## src/rtl/wb_port_arbiter.sv

```systemverilog
// Round-robin owner of the single register-file write port: combinational one-hot grant and mux select,
// 1-cycle registered capture into write-back; stall blocks all grants and freezes the wb_* registers.
module wb_port_arbiter #(
  parameter int DATA_W = 32,
  parameter int ADDR_W = 5,
  parameter int NREQ   = 8
) (
  input  logic                   clk,
  input  logic                   rstn,
  input  logic [NREQ-1:0]        req,
  input  logic [NREQ*ADDR_W-1:0] req_addr,
  input  logic                   stall,
  input  logic [DATA_W-1:0]      mux_y,
  output logic [2:0]             sel,
  output logic [NREQ-1:0]        gnt,
  output logic                   wb_we,
  output logic [ADDR_W-1:0]      wb_addr,
  output logic [DATA_W-1:0]      wb_data,
  output logic [2:0]             wb_src,
  output logic                   busy
);

  logic [2:0]        ptr;
  logic [2:0]        idx;
  logic              found;
  logic [ADDR_W-1:0] gnt_addr;
  logic              busy_nxt;

  // Scan starts at ptr and wraps naturally through the 3-bit index arithmetic.
  always_comb begin
    gnt   = '0;
    sel   = '0;
    found = 1'b0;
    idx   = '0;
    for (int k = 0; k < NREQ; k++) begin
      idx = ptr + 3'(k);
      if (!found && rstn && !stall && req[idx]) begin
        found    = 1'b1;
        sel      = idx;
        gnt[idx] = 1'b1;
      end
    end
  end

  assign gnt_addr = req_addr[sel*ADDR_W +: ADDR_W];
  assign busy_nxt = ($countones(req) > 1) || (stall && (req != '0));

  always_ff @(posedge clk or negedge rstn) begin
    if (!rstn) begin
      ptr     <= '0;
      wb_we   <= 1'b0;
      wb_addr <= '0;
      wb_data <= '0;
      wb_src  <= '0;
      busy    <= 1'b0;
    end else begin
      busy <= busy_nxt;
      if (found) begin
        ptr     <= sel + 3'd1;
        wb_data <= mux_y;
        wb_addr <= gnt_addr;
        wb_src  <= sel;
        // $0 writes are consumed like any other but never reach the register file.
        wb_we   <= (gnt_addr != '0);
      end else if (!stall) begin
        wb_we <= 1'b0;
      end
    end
  end

endmodule

```

## config.mk

```make
export PLATFORM = sky130hd
export DESIGN_NAME = wb_port_arbiter
export DESIGN_NICKNAME = d
export VERILOG_FILES = /design/src/rtl/wb_port_arbiter.sv
export SDC_FILE = /design/constraint.sdc
export NUM_CORES = 1
export LEC_CHECK = 0
export BUFFER_PORTS_ARGS = -buffer_cell sky130_fd_sc_hd__buf_2
export CORE_MARGIN = 2
export CORE_UTILIZATION = 50
export CTS_CLUSTER_SIZE = 28
export DETAILED_ROUTE_END_ITERATION = 16
export GPL_ROUTABILITY_DRIVEN = 0
export PLACE_DENSITY_LB_ADDON = 0.12
export SETUP_SLACK_MARGIN = 0.05
export SYNTH_ARGS = -nofsm -noshare
export SYNTH_HDL_FRONTEND = slang
export SYNTH_SLANG_ARGS = --single-unit
export TNS_END_PERCENT = 5
```

## constraint.sdc

```tcl
create_clock -name clk -period 6.3 [get_ports clk]
set_input_delay 1.26 -clock clk [delete_from_list [all_inputs] [get_ports clk]]
set_output_delay 1.26 -clock clk [all_outputs]
set_load 0.02 [all_outputs]
```

==> results.sh <==
export IMPL_clk_pin_slew_ps=90
export IMPL_syn_to_final_growth_pct=21.35
export IMPL_yosysTopAreaCell="dfrtp_1"
export IMPL_grtUsageTotal=0.2249
export IMPL_insertion_delay_ps=300
export IMPL_post_route_cells_drive_above_1_share=0.4470
export IMPL_ir_worst_vdd_v=0.0002571
export IMPL_finalHoldViolations=0
export IMPL_cts_tree="built"
export IMPL_hold_buffers=0
export IMPL_cts_sinks=45
export IMPL_ioPinCount=136
export IMPL_ys_top_cells_by_area="dfrtp_1 31%, mux2_2 12%, mux2i_1 5.2%"
export IMPL_grt_max_degree=47
export IMPL_cp_arrival_ps=4310
export IMPL_synth_edff_count=0
export IMPL_drc_errors=0
export IMPL_synthArstFlopShare=1.000
export IMPL_vias_per_cell=5.583
export IMPL_worst_setup_path_start_kind="register"
export IMPL_cts_buffers=5
export IMPL_synth_distinct_cells=67
export IMPL_htreeDepth=2
export IMPL_worst_path_max_delay_cell="ha_1"
export IMPL_required_ps=5040
export IMPL_path_delay_family="compound AO/OA/AOI/OAI gates"
export IMPL_postSynthCellCount=355
export IMPL_antenna_found_initial=0
export IMPL_rsz0062_at_grt="no"
export IMPL_dr_pass1_iters=4
export IMPL_start_util=0.5097
export IMPL_post_cts_buffers=0
export IMPL_fp_row_count=31
export IMPL_antennaDiodeCount=0
export IMPL_root_buffer="clkbuf_8"
export IMPL_fp_dieW_um=89.53
export IMPL_synth_top_area_frac=0.3079
export IMPL_coreArea_um2=7176
export IMPL_grt_pass1_wl_um=14030
export IMPL_min_path_type="register to register"
export IMPL_synth_avg_cell_area_um2=10.30
export IMPL_period_needed_ps=5571
export IMPL_numPortBuffers=135
export IMPL_worstSetupPathType="register to output pin"
export IMPL_crit_buf_inv=4
export IMPL_synth_common_cells="45 x dfrtp_1, 38 x mux2_2, 32 x nand2_1"
export IMPL_cts_repair_resized=0
export IMPL_place_detailed_hpwl_um=6980
export IMPL_power_density_nw_per_um2=486.9
export IMPL_netlist_area_um2=3657
export IMPL_tns_ps=0
export IMPL_routed_wl_um=9097
export IMPL_setup_viol=0
export IMPL_clockBufferDepth=2
export IMPL_num_vias=3238
export IMPL_slew_headroom=0.4707
export IMPL_synth_seq_cells=45
export IMPL_synth_fp_nets=453
export IMPL_crit_path_cell_trace="inv_1 -> buf_4 -> ha_1 -> mux2i_1 -> mux2i_1 -> o221ai_4 -> and3_1 -> or4_1 -> o22ai_2 -> inv_2 -> buf_2"
export IMPL_maxSlewViolCount=0
export IMPL_synthFlopType="dfrtp_1"
export IMPL_fin_crit_sh=0.8843
export IMPL_fmax_mhz=179.5
export IMPL_p_total_mw=2.161
export IMPL_dieArea_um2=8015
export IMPL_tightest_slew_ps=793.9
export IMPL_postRouteAntennaNets=0
export IMPL_cp_common_cell="mux2i_1"
export IMPL_crit_path_end_kind="output pin"
export IMPL_status="complete, no violations"
export IMPL_drtIter0Drc=127
export IMPL_yosysMostFrequentCell="dfrtp_1"
export IMPL_wl_per_cell_um=15.68
export IMPL_fin_worst_skew_ps=10.01
export IMPL_power_leakage_nw=2.115
export IMPL_yosysWarningCount=0
export IMPL_drv_cap=0
export IMPL_grt_ovfl_total=0
export IMPL_slowest_delay_ps=730
export IMPL_final_nets=578
export IMPL_die_h_um=89.53
export IMPL_crit_fanout=22
export IMPL_seq_area_frac_synth=0.3079
export IMPL_grt_pass1_vias=2921
-- layout by cell type, fill, tap and decap left out, drive strengths merged, types with 7 or more instances in the layout --
master,count
and2,18
nand2,32
nor2,21
buf,141
nor3,8
ha,11
a2111oi,17
mux2,44
a21oi,7
inv,21
mux2i,20
o21ai,11
dfrtp,45
-- cells by family (layout without fill, tap and decap cells) --
| group | count (synthesis) | in the layout | share of synthesized area |
|---|---|---|---|
| and+or+nand+nor | 107 | 107 | 0.1546 |
| AOI/OAI and AO/OA | 72 | 72 | 0.1628 |
| muxes | 70 | 70 | 0.2313 |
| DFF | 45 | 45 | 0.3079 |
| buffers and inverters | 42 | 168 | 0.06808 |
| adders and majority gates | 15 | 15 | 0.05953 |
| xor gates and xnor gates | 4 | 4 | 0.01574 |
-- cell type report --
| type | instances | area (um^2) |
|---|---|---|
| sequential | 45 | 1126 |
| clock inverter | 3 | 28.78 |
| inverter | 19 | 76.32 |
| clock buffer | 5 | 68.82 |
| fill | 623 | 2738 |
| tap | 99 | 123.9 |
| multi-input combinational | 268 | 2293 |
| timing repair buffer | 141 | 720.7 |
-- state kept, by name (all words and copies together), names as in the netlist --
register and cells:
wb_we 1, wb_addr 5, wb_src 3, wb_data 32, busy 1, ptr 3
-- routing by layer --
| metal | vias to the layer above | track usage | share of wire |
|---|---|---|---|
| li1 | 1564 | - | - |
| met1 | 1539 | 0.2958 | 0.43 |
| met2 | 115 | 0.3603 | 0.48 |
| met3 | 20 | 0.06094 | 0.069 |
| met4 | 0 | 0.07598 | 0.021 |
| met5 | - | 0 | 0 |
-- path summary, 6_finish.rpt --
path,endpoint,slack (ps),from,depth (start not counted)
worst min register to register,wb_addr[1],480,wb_addr[1],1
min in group asynchronous,wb_data[26],1040,rstn,2
worst min-delay path,wb_addr[1],480,wb_addr[1],1
max in group asynchronous,wb_data[0],4890,rstn,2
worst max-delay path,sel[0],730,ptr[0],11
worst max register to register,wb_we,1230,ptr[0],14
-- metrics by stage --
stage / instance area [um^2] / setup slack [ps] / util / hold WS, ps / cells
final: 4438 / 729.2 / 0.6185 / 484.6 / 580
after global routing: 4438 / 403.8 / 0.6185 / 498.5 / 580
after floorplan: 3657 / 1442 / - / 589.6 / 355
after global placement: 4340 / 984.9 / 0.6049 / 456.3 / 572
after CTS: 4438 / 701.3 / 0.6185 / 488.8 / 580
after detailed placement: 4340 / 919.1 / 0.6049 / 462.8 / 572
-- where the power goes --
part,internal (mW),switching [mW]
Clock,0.0838,0.110
Combinational,0.614,0.958
Sequential,0.363,0.0333
Total,1.06,1.10
(Power assumes the default switching activity.)
